==> src/rtl/dual_rail_pkg.sv <==
// Shared encodings and FSM state type for the dual-rail exhaustive sequencer.
package dual_rail_pkg;

  localparam logic [1:0] DR_NULL = 2'b00;
  localparam logic [1:0] DR_0    = 2'b01;
  localparam logic [1:0] DR_1    = 2'b10;
  localparam logic [1:0] DR_ILL  = 2'b11;

  localparam logic [1:0] EXP_DC  = 2'b00;
  localparam logic [1:0] EXP_0   = 2'b01;
  localparam logic [1:0] EXP_1   = 2'b10;
  localparam logic [1:0] EXP_RSV = 2'b11;

  localparam logic [1:0] RES_OK       = 2'b00;
  localparam logic [1:0] RES_MISMATCH = 2'b01;
  localparam logic [1:0] RES_TIMEOUT  = 2'b10;
  localparam logic [1:0] RES_ILLEGAL  = 2'b11;

  typedef enum logic [2:0] {
    StIdle,
    StNullPh,
    StDataPh,
    StReport,
    StDone
  } state_e;

  // Reserved expectation codes behave as don't care.
  function automatic logic pair_ok(input logic [1:0] exp_code, input logic [1:0] pair);
    case (exp_code)
      EXP_0:   return pair == DR_0;
      EXP_1:   return pair == DR_1;
      default: return 1'b1;
    endcase
  endfunction

endpackage

==> src/rtl/dual_rail_vector_sequencer_if.sv <==
// Host-side control/status and DUT-side rail bundle of the sequencer.
interface dual_rail_vector_sequencer_if #(
  parameter int unsigned N_IN  = 4,
  parameter int unsigned N_OUT = 1
);
  logic                 start;
  logic                 tbl_we;
  logic [N_IN-1:0]      tbl_addr;
  logic [2*N_OUT-1:0]   tbl_data;
  logic [N_IN-1:0]      dut_in_t;
  logic [N_IN-1:0]      dut_in_f;
  logic [N_OUT-1:0]     dut_out_t;
  logic [N_OUT-1:0]     dut_out_f;
  logic                 busy;
  logic                 done;
  logic                 pass;
  logic [N_IN:0]        fail_count;
  logic [N_IN-1:0]      first_fail;
  logic                 res_valid;
  logic [N_IN-1:0]      res_line;
  logic [1:0]           res_code;

  modport slave (
    input  start, tbl_we, tbl_addr, tbl_data, dut_out_t, dut_out_f,
    output dut_in_t, dut_in_f, busy, done, pass, fail_count, first_fail,
           res_valid, res_line, res_code
  );

  modport master (
    output start, tbl_we, tbl_addr, tbl_data, dut_out_t, dut_out_f,
    input  dut_in_t, dut_in_f, busy, done, pass, fail_count, first_fail,
           res_valid, res_line, res_code
  );
endinterface

==> src/rtl/dr_completion_detect.sv <==
// Stability-qualified NULL/DATA completion detector over a bundle of rail pairs.
module dr_completion_detect #(
  parameter int unsigned WIDTH  = 1,
  parameter int unsigned STABLE = 2
) (
  input  logic             clk,
  input  logic             rst,
  input  logic             i_restart,
  input  logic [WIDTH-1:0] i_rail_t,
  input  logic [WIDTH-1:0] i_rail_f,
  output logic             o_all_null,
  output logic             o_all_data,
  output logic             o_any_illegal
);
  localparam int unsigned CW = $clog2(STABLE + 1);
  localparam logic [CW-1:0] CntMax = CW'(STABLE - 1);

  logic          w_raw_null, w_raw_data;
  logic [CW-1:0] r_null_cnt, r_data_cnt;

  assign w_raw_null    = ~|(i_rail_t | i_rail_f);
  assign w_raw_data    = &(i_rail_t ^ i_rail_f);
  assign o_any_illegal = |(i_rail_t & i_rail_f);

  // Counters hold the number of prior consecutive cycles the condition was seen.
  always_ff @(posedge clk or posedge rst) begin
    if (rst) begin
      r_null_cnt <= '0;
      r_data_cnt <= '0;
    end else if (i_restart) begin
      r_null_cnt <= '0;
      r_data_cnt <= '0;
    end else begin
      r_null_cnt <= !w_raw_null ? '0 : (r_null_cnt == CntMax) ? CntMax : r_null_cnt + 1'b1;
      r_data_cnt <= !w_raw_data ? '0 : (r_data_cnt == CntMax) ? CntMax : r_data_cnt + 1'b1;
    end
  end

  assign o_all_null = w_raw_null && (r_null_cnt == CntMax);
  assign o_all_data = w_raw_data && (r_data_cnt == CntMax);
endmodule

==> src/rtl/dual_rail_vector_sequencer.sv <==
// Walks every input code through a dual-rail DUT with NULL/DATA alternation and
// grades each DATA result against a loadable expected table.
module dual_rail_vector_sequencer
  import dual_rail_pkg::*;
#(
  parameter int unsigned N_IN    = 4,
  parameter int unsigned N_OUT   = 1,
  parameter int unsigned TIMEOUT = 16,
  parameter int unsigned STABLE  = 2
) (
  input logic                         clk,
  input logic                         rst,
  dual_rail_vector_sequencer_if.slave bus
);
  localparam int unsigned Lines = 2 ** N_IN;
  localparam int unsigned TW    = $clog2(TIMEOUT + 1);
  localparam logic [TW-1:0] TmoLast = TW'(TIMEOUT - 1);
  localparam logic [N_IN:0] FailMax = {1'b1, {N_IN{1'b0}}};

  state_e              r_state, w_state_d;
  logic [N_IN-1:0]     r_line;
  logic [TW-1:0]       r_tmo;
  logic [1:0]          r_code, w_code_d;
  logic [N_IN:0]       r_fail_cnt;
  logic [N_IN-1:0]     r_first_fail;
  logic                r_pass;
  logic [2*N_OUT-1:0]  r_tbl [Lines];
  logic [2*N_OUT-1:0]  w_exp;
  logic                w_match, w_restart, w_tmo_hit;
  logic                w_all_null, w_all_data, w_any_ill;

  dr_completion_detect #(
    .WIDTH (N_OUT),
    .STABLE(STABLE)
  ) u_detect (
    .clk          (clk),
    .rst          (rst),
    .i_restart    (w_restart),
    .i_rail_t     (bus.dut_out_t),
    .i_rail_f     (bus.dut_out_f),
    .o_all_null   (w_all_null),
    .o_all_data   (w_all_data),
    .o_any_illegal(w_any_ill)
  );

  always_ff @(posedge clk) begin
    if (r_state == StIdle && bus.tbl_we) r_tbl[bus.tbl_addr] <= bus.tbl_data;
  end

  assign w_exp = r_tbl[r_line];

  always_comb begin
    w_match = 1'b1;
    for (int j = 0; j < int'(N_OUT); j++) begin
      if (!pair_ok(w_exp[2*j +: 2], {bus.dut_out_t[j], bus.dut_out_f[j]})) w_match = 1'b0;
    end
  end

  assign w_tmo_hit = (r_tmo == TmoLast);
  // Any state change is a phase entry: both timeout and stability counts restart.
  assign w_restart = (w_state_d != r_state);

  always_comb begin
    w_state_d = r_state;
    w_code_d  = r_code;
    case (r_state)
      StIdle: if (bus.start) w_state_d = StNullPh;
      StNullPh: begin
        if (w_all_null) begin
          w_state_d = StDataPh;
        end else if (w_tmo_hit) begin
          w_state_d = StReport;
          w_code_d  = RES_TIMEOUT;
        end
      end
      StDataPh: begin
        if (w_any_ill) begin
          w_state_d = StReport;
          w_code_d  = RES_ILLEGAL;
        end else if (w_all_data) begin
          w_state_d = StReport;
          w_code_d  = w_match ? RES_OK : RES_MISMATCH;
        end else if (w_tmo_hit) begin
          w_state_d = StReport;
          w_code_d  = RES_TIMEOUT;
        end
      end
      StReport: w_state_d = (&r_line) ? StDone : StNullPh;
      StDone:   w_state_d = StIdle;
      default:  w_state_d = StIdle;
    endcase
  end

  always_ff @(posedge clk or posedge rst) begin
    if (rst) begin
      r_state      <= StIdle;
      r_line       <= '0;
      r_tmo        <= '0;
      r_code       <= RES_OK;
      r_fail_cnt   <= '0;
      r_first_fail <= '0;
      r_pass       <= 1'b0;
    end else begin
      r_state <= w_state_d;
      r_code  <= w_code_d;
      if (w_restart) r_tmo <= '0;
      else if (!w_tmo_hit) r_tmo <= r_tmo + 1'b1;
      if (r_state == StIdle && bus.start) begin
        r_line       <= '0;
        r_fail_cnt   <= '0;
        r_first_fail <= '0;
        r_pass       <= 1'b0;
      end
      if (r_state == StReport) begin
        if (r_code != RES_OK) begin
          if (r_fail_cnt == '0) r_first_fail <= r_line;
          if (r_fail_cnt != FailMax) r_fail_cnt <= r_fail_cnt + 1'b1;
        end
        if (w_state_d == StDone) r_pass <= (r_code == RES_OK) && (r_fail_cnt == '0);
        else r_line <= r_line + 1'b1;
      end
    end
  end

  assign bus.dut_in_t   = (r_state == StDataPh) ? r_line : '0;
  assign bus.dut_in_f   = (r_state == StDataPh) ? ~r_line : '0;
  assign bus.busy       = (r_state != StIdle);
  assign bus.done       = (r_state == StDone);
  assign bus.pass       = r_pass;
  assign bus.fail_count = r_fail_cnt;
  assign bus.first_fail = r_first_fail;
  assign bus.res_valid  = (r_state == StReport);
  assign bus.res_line   = r_line;
  assign bus.res_code   = r_code;
endmodule
==> src/flat_wrapper.sv <==
// flat-port wrapper written by rule: the top's interface ports become plain ports
module dual_rail_vector_sequencer_flat import dual_rail_pkg::*;
#(
  parameter int unsigned N_IN    = 4,
  parameter int unsigned N_OUT   = 1,
  parameter int unsigned TIMEOUT = 16,
  parameter int unsigned STABLE  = 2
)
  (clk, rst, bus_start, bus_tbl_we, bus_tbl_addr, bus_tbl_data, bus_dut_out_t, bus_dut_out_f, bus_dut_in_t, bus_dut_in_f, bus_busy, bus_done, bus_pass, bus_fail_count, bus_first_fail, bus_res_valid, bus_res_line, bus_res_code);
  dual_rail_vector_sequencer_if #(.N_IN(N_IN), .N_OUT(N_OUT)) bus_i ();
  input logic clk;
  input logic rst;
  input wire logic [$bits(bus_i.start)-1:0] bus_start;
  input wire logic [$bits(bus_i.tbl_we)-1:0] bus_tbl_we;
  input wire logic [$bits(bus_i.tbl_addr)-1:0] bus_tbl_addr;
  input wire logic [$bits(bus_i.tbl_data)-1:0] bus_tbl_data;
  input wire logic [$bits(bus_i.dut_out_t)-1:0] bus_dut_out_t;
  input wire logic [$bits(bus_i.dut_out_f)-1:0] bus_dut_out_f;
  output wire logic [$bits(bus_i.dut_in_t)-1:0] bus_dut_in_t;
  output wire logic [$bits(bus_i.dut_in_f)-1:0] bus_dut_in_f;
  output wire logic [$bits(bus_i.busy)-1:0] bus_busy;
  output wire logic [$bits(bus_i.done)-1:0] bus_done;
  output wire logic [$bits(bus_i.pass)-1:0] bus_pass;
  output wire logic [$bits(bus_i.fail_count)-1:0] bus_fail_count;
  output wire logic [$bits(bus_i.first_fail)-1:0] bus_first_fail;
  output wire logic [$bits(bus_i.res_valid)-1:0] bus_res_valid;
  output wire logic [$bits(bus_i.res_line)-1:0] bus_res_line;
  output wire logic [$bits(bus_i.res_code)-1:0] bus_res_code;
  assign bus_i.start = bus_start;
  assign bus_i.tbl_we = bus_tbl_we;
  assign bus_i.tbl_addr = bus_tbl_addr;
  assign bus_i.tbl_data = bus_tbl_data;
  assign bus_i.dut_out_t = bus_dut_out_t;
  assign bus_i.dut_out_f = bus_dut_out_f;
  assign bus_dut_in_t = bus_i.dut_in_t;
  assign bus_dut_in_f = bus_i.dut_in_f;
  assign bus_busy = bus_i.busy;
  assign bus_done = bus_i.done;
  assign bus_pass = bus_i.pass;
  assign bus_fail_count = bus_i.fail_count;
  assign bus_first_fail = bus_i.first_fail;
  assign bus_res_valid = bus_i.res_valid;
  assign bus_res_line = bus_i.res_line;
  assign bus_res_code = bus_i.res_code;
  dual_rail_vector_sequencer #(.N_IN(N_IN), .N_OUT(N_OUT), .TIMEOUT(TIMEOUT), .STABLE(STABLE)) u_core (.clk(clk), .rst(rst), .bus(bus_i));
endmodule
==> config.mk <==
export PLATFORM = sky130hd
export DESIGN_NAME = dual_rail_vector_sequencer_flat
export DESIGN_NICKNAME = d
export VERILOG_FILES = /design/src/rtl/dual_rail_pkg.sv /design/src/rtl/dual_rail_vector_sequencer_if.sv /design/src/rtl/dr_completion_detect.sv /design/src/rtl/dual_rail_vector_sequencer.sv /design/src/flat_wrapper.sv
export SDC_FILE = /design/constraint.sdc
export NUM_CORES = 1
export LEC_CHECK = 0
export CORE_MARGIN = 5
export CORE_UTILIZATION = 50
export DETAILED_ROUTE_END_ITERATION = 10
export GPL_ROUTABILITY_DRIVEN = 0
export PLACE_DENSITY = 0.75
export SYNTH_ARGS = -nofsm -noshare
export SYNTH_HDL_FRONTEND = slang
export SYNTH_SLANG_ARGS = --single-unit
==> constraint.sdc <==
create_clock -name clk -period 2.8 [get_ports clk]
set_input_delay 0.56 -clock clk [delete_from_list [all_inputs] [get_ports clk]]
set_output_delay 0.56 -clock clk [all_outputs]
set_load 0.01 [all_outputs]
Word-level counts from Yosys, hierarchy flattened
Memories as Yosys holds them, arrays and structs flattened.
Index checks and enable logic that the tools add are counted.
{"block": "totals", "register_bits": 28, "latch_bits": 0, "mem_bits_rw": 32, "mem_bits_ro": 0, "inputBits": 12, "output_inout_bits": 27, "wordCells": 89, "mem_count": 1}
{"memory": "u_core.r_tbl", "words": 16, "word_bits": 2, "read_ports": 1, "rd_ports_with_merged_regs": 0, "write_ports": 1, "line_no": "dual_rail_vector_sequencer.sv:27", "source": "logic [2*N_OUT-1:0] r_tbl [Lines];"}
{"block": "op_classes", "n_addsub": 5, "n_mul": 0, "div_mod_pow": 0, "order_cmp": 0, "n_eq_ne": 16, "shifts": 0, "mux": 40, "bitwise": 4, "reduce_logical": 14}
{"cell": "$mux W4", "count": 9}
{"cell": "$mux W5", "count": 6}
{"cell": "$mux W2", "count": 10}
{"cell": "$mux W3", "count": 6}
{"cell": "$pmux W3 S4", "count": 1}
{"cell": "$add A5 B1 Y5 const B", "count": 2}
{"cell": "$eq A2 B1 Y1 const B", "count": 4}
{"cell": "$eq A3 B2 Y1 const B", "count": 2}
{"cell": "$eq A3 B3 Y1 const B", "count": 2}
{"cell": "$mux W1", "count": 6}
{"cell": "$eq A5 B4 Y1 const B", "count": 1}
{"cell": "$logic_and A1 B1 Y1", "count": 5}
{"cell": "$logic_not A5 Y1", "count": 1}
{"cell": "$ne A5 B5 Y1 const B", "count": 1}
{"cell": "$add A2 B1 Y2 const B", "count": 2}
{"cell": "$add A4 B1 Y4 const B", "count": 1}
{"cell": "$eq A2 B2 Y1 const B", "count": 2}
{"cell": "$ne A2 B2 Y1 const B", "count": 2}
{"cell": "$not A4 Y4", "count": 1}
{"cell": "$pmux W2 S2", "count": 1}
{"cell": "$reduce_and A4 Y1", "count": 1}
{"cell": "$reduce_bool A2 Y1", "count": 2}
{"cell": "$eq A3 B1 Y1 const B", "count": 1}
{"cell": "$logic_not A3 Y1", "count": 1}
{"cell": "9 further kinds", "count": 9}

Longest topological paths before layout
{"block": "depth", "word_depth": 8, "depth_mapped": 11, "mapped_depth_nobuf": 9}

Cells and area by module
From an unflattened synthesis, not the netlist that was laid out.
{"block": "unflattened", "hier_cells": 248, "hier_area_um2": 3010.4}
{"mod": "dual_rail_vector_sequencer", "n_inst": 1, "cells_each": 230, "area_per_inst_um2": 2795.2, "seq_area_each_um2": 1561.5}
{"mod": "dr_completion_detect", "n_inst": 1, "cells_each": 18, "area_per_inst_um2": 215.2, "seq_area_each_um2": 100.1}

Least setup slack after synthesis
OpenSTA, ideal clock, no wires.
{"block": "synth_timing", "kind": "register to register", "from": "register u_core.r_line[0], in the netlist u_core.bus.res_line[0]", "to": "register u_core.r_code[0], in the netlist u_core.bus.res_code[0]", "setup_ps": 120, "t_arrival_ps": 2330, "required_ps": 2680, "path_slack_ps": 349, "stages_incl_launch_ff": 11, "path_buffers": 2, "period_less_slack_ps": 2451, "path_cell_list": "dfrtp_1 -> buf_2 -> buf_2 -> mux4_2 -> a211oi_1 -> a21oi_1 -> ha_1 -> nand2b_1 -> o21ai_0 -> o31ai_1 -> a31o_2"}
{"block": "synth_between", "elab_chain_cells": 7, "elab_cells_between_ends": 8, "classes_between": "eq/ne: 2; mux: 5; memory: 1"}
{"element": "start, declared", "line_no": "dual_rail_vector_sequencer.sv:21", "source": "logic [N_IN-1:0] r_line;"}
{"element": "start signal, assigned", "line_no": "dual_rail_vector_sequencer.sv:120", "source": "else r_line <= r_line + 1'b1;"}
{"element": "$mem_v2 Z16 W2 (*)"}
{"element": "$eq A2 B2 Y1 or $eq A2 B1 Y1 (tied branches)", "line_no": "dual_rail_pkg.sv:29", "source": "case (exp_code)"}
{"element": "$pmux W1 S2 (*)", "line_no": "dual_rail_pkg.sv:29"}
{"element": "$mux W1 (*)", "line_no": "dual_rail_vector_sequencer.sv:82", "source": "w_code_d = w_match ? RES_OK : RES_MISMATCH;"}
{"element": "$mux W2 (*)", "line_no": "dual_rail_vector_sequencer.sv:80", "source": "end else if (w_all_data) begin"}
{"element": "$mux W2 (*)", "line_no": "dual_rail_vector_sequencer.sv:77", "source": "if (w_any_ill) begin"}
{"element": "$pmux W2 S2 (*)", "line_no": "dual_rail_vector_sequencer.sv:66", "source": "case (r_state)"}
{"element": "end signal, assigned", "line_no": "dual_rail_vector_sequencer.sv:105", "source": "r_code <= w_code_d;"}
{"element": "end, declared", "line_no": "dual_rail_vector_sequencer.sv:23", "source": "logic [1:0] r_code, w_code_d;"}
Every way passes the cells marked *; elsewhere a longest branch is shown, timed or not.
A chain may end at the register's enable or synchronous reset.

Worst setup path after layout
{"block": "layout_timing", "from": "register u_core.r_state[1]", "to": "output port bus_dut_in_f[0]"}
{"block": "layout_between", "elab_chain_cells": 2}
{"element": "start, declared", "line_no": "dual_rail_vector_sequencer.sv:20", "source": "state_e r_state, w_state_d;"}
{"element": "start signal, assigned", "line_no": "dual_rail_vector_sequencer.sv:96", "source": "r_state <= StIdle;"}
{"element": "start signal, assigned", "line_no": "dual_rail_vector_sequencer.sv:104", "source": "r_state <= w_state_d;"}
{"element": "$eq A3 B2 Y1", "line_no": "dual_rail_vector_sequencer.sv:126", "source": "assign bus.dut_in_f = (r_state == StDataPh) ? ~r_line : '0;"}
{"element": "$mux W4", "line_no": "dual_rail_vector_sequencer.sv:126"}
{"element": "end, declared", "line_no": "flat_wrapper.sv:20", "source": "output wire logic [$bits(bus_i.dut_in_f)-1:0] bus_dut_in_f;"}
No other way between the ends.

==> results.md <==
* DR WL/cell at 16.6 um
* Status: completed
* Hold crit path type: reg -> reg
* Distinct cells, synth at 47
* Fin. Hold Viols at 0
* WHS at between 0.5 and 0.6 ns
* Period utilization at 95.6%
* RR Endpoint: u_core.bus.res_code[0]
* CP endpoint kind: primary output
* Crit path max-delay cell type: dfrtp_1
* H-Tree Depth at 3
* Layout area overhead at 23.5%
* FF-to-FF path depth at 9
* Most used DFF post-synth: edfxtp_1
* Worst R2R Setup Slack at 0.25 ns
* Final setup vio count at 0
* VDD IR max at approximately 0.43 mV
* CTS tree: yes
* CTS buffer count at 9
* Final clock skew at 0.00654 ns
* Clk_lat worst skew at 0.33 ns
* Dpl ws at around 0.27 ns
* Mean number of vias per cell at around 5.6
* Fin crit period at between 2 and 3 ns
* Critical Path Source Type: register
* Synth warnings at 0
* Kind of cell adding the most delay to the critical path: flip-flops
* RR Startpoint: u_core.bus.res_line[0]
* Final core occ at 64.4%
* Worst-path cell chain: nor2b_1 > nand2b_1 > nor2_1 > clkdlybuf4s50_1
* Number of flops mapped to enable cells by yosys at 32
* Tot GR Track Use at 17.8%
* Die height at approximately 86 um
* Global-route wire length before repair at 10.1 mm
* Main area contributors after synthesis: edfxtp_1, dfrtp_1, mux4_2
* Post-synth ARST share at a little under half
* Synth top area share at between 30% and 40%
* Chip Width at between 80 and 90 um
* Max Cap Violations at 0
* Root Driver: clkbuf_8
* CP Buf/Inv Count at 1
* Final antenna-violating net count at 0
* Drt drc at 0
* Dpl hpwl at around 4.3 mm
* Via count at 2,033
* Worst Tran Pin Value at 0.580 ns
* Leak at between 0.001 and 0.0015 uW
* Final worst slack at 0.124 ns
* CP Class: reg -> out
* Initial Util at 52.2%
* Initial antenna violation count at 0
* Dominant cell type by area after synthesis: edfxtp_1
* Post-CTS setup repair buffer count at 0
* Post-synth design cell area at a little under 0.003 mm^2
* Antenna Cells at 0
* Hold Crit Depth at 1
* Fin. max-slew vios at 0
* Layout Nets at 305
* Post-synthesis register bit count at 60
* Row cnt at 27
* Register area share after synthesis at ~57%
* Pin count of the biggest net entering global routing at 29
* Post-cts sizing count at 0
* Total routed wirelength at 5.99 mm
* PortBufs at 38
* Worst Hold End: u_core.bus.fail_count[4]
* Max Freq at 374 MHz
* Crit-path max FO at 11
* TritonRoute pass-1 iters at 4
* Mapped Cells at roughly 240
* Die ar. at 0.00748 mm^2
* Synthesized area per cell at 12.2 um^2
* Worst slew margin at between 60% and 70%
* Worst-path clk slew at 0.07 ns
* 1st-iter DRT viols at 122
* Req. time, crit path at 2.24 ns
* Worst Min Path Start: u_core.bus.fail_count[4]
* I/O pins at 39
* GRT overflow at 0
* Clk sinks at 60
* RSZ-0062 raised after global routing: false
* Clock Tree Buf Depth at 2
* Placeable Area at roughly 0.0056 mm^2
* Critical path arrival at approximately 2.1 ns
* Hold-fix buffers, CTS at 0
* Sum Neg Setup Slack at 0 ns
* Vias in the first global route at 2,013
* PD cells at 787 mW/mm^2
* Crit-path max cell delay at about 0.63 ns
* Layout cells sized above 1 at 13.4%
* Syn_nets at approximately 260
* Final Power at 2840 uW
-- routing by layer --
metal  vias up  part of all wire [%]  global-route usage, %
li1        963                     -                      -
met1      1006                    41                   21.5
met2        55                    53                   30.3
met3         9                   5.0                   3.23
met4         0                   1.7                   8.92
met5         -                     0                      0
-- cell type report --
class	count	area, um^2
well taps	72	90.1
clock buffers	9	124
clock inverters	7	105
fillers	451	2000
repair buffers	44	425
inverters	8	30.0
flip-flops and latches	60	1660
multi-input cells	162	1180
-- Yosys cell counts (2+ instances only) --
library cell,count
a21oi_1,8
and2_1,4
and3_1,2
buf_2,4
buf_6,2
clkbuf_1,2
dfrtp_1,28
edfxtp_1,32
ha_1,8
inv_1,8
mux2i_1,6
mux4_2,8
nand2_1,27
nand2b_1,4
nand3_1,3
nand3b_1,3
nand4_1,3
nor2_1,26
nor2b_1,4
nor3_1,16
nor3b_1,2
o21ai_0,10
o31ai_1,2
xor2_1,4
-- sequential cells by signal, indices dropped and copies added, names as in the netlist --
register and flops:
u_core.bus.pass 1, u_core.r_tmo 5, u_core.u_detect.r_data_cnt 2, u_core.bus.fail_count 5, u_core.u_detect.r_null_cnt 2, u_core.bus.res_line 4, u_core.bus.res_code 2, u_core.bus.first_fail 4
u_core.r_state 3, u_core.r_tbl 32
-- placed cells by master (no fill, tap or decap), types with 4 or more instances in the layout --
master / netlist / final
clkbuf_8: 0 / 9
mux4_2: 8 / 8
nand2b_1: 4 / 4
dfrtp_1: 28 / 28
and2_1: 4 / 4
nor2_1: 26 / 26
nor2b_1: 4 / 4
clkdlybuf4s50_1: 0 / 38
buf_4: 1 / 6
nor3_1: 16 / 16
xor2_1: 4 / 4
clkinv_1: 0 / 4
o21ai_0: 10 / 10
mux2i_1: 6 / 6
nand2_1: 27 / 27
ha_1: 8 / 8
inv_1: 8 / 8
a21oi_1: 8 / 8
edfxtp_1: 32 / 32
-- how the worst max path moves through the flow --
stage | slack [ns] | depth (start not counted) | start | to
5_1_grt | 0.01 | 4 | u_core.r_state[1] | bus_dut_in_f[0]
3_5_place_dp | 0.27 | 9 | u_core.bus.res_line[0] | u_core.bus.res_code[0]
2_1_floorplan | 0.35 | 10 | u_core.bus.res_line[0] | u_core.bus.res_code[0]
3_3_place_gp | 0.27 | 9 | u_core.bus.res_line[0] | u_core.bus.res_code[0]
6_report | 0.12 | 4 | u_core.r_state[1] | bus_dut_in_f[0]
4_1_cts | 0.11 | 4 | u_core.r_state[1] | bus_dut_in_f[1]
-- kinds of logic (layout without fill, tap and decap cells) --
family,count (synthesis),after routing,share of synthesized area [%]
muxes,15,15,8.60
AOI/OAI and AO/OA,29,29,6.67
buffers and inverters,17,68,2.99
adders and majority gates,8,8,3.42
xor gates and xnor gates,5,5,1.50
and+or+nand+nor,105,105,20.0
DFF,60,60,56.8
-- through the flow --
| step | cell area (um^2) | cells |
|---|---|---|
| final | 3610 | 362 |
| after global routing | 3610 | 362 |
| after CTS | 3610 | 362 |
| after detailed placement | 3380 | 346 |
| after global placement | 3380 | 346 |
| after floorplan | 2930 | 239 |
-- power by group --
| group | internal, uW | switching (uW) | total (uW) |
|---|---|---|---|
| Clock | 579 | 325 | 904 |
| Combinational | 404 | 371 | 775 |
| Sequential | 1030 | 136 | 1170 |
No activity file was read; power rests on OpenSTA's default activity.
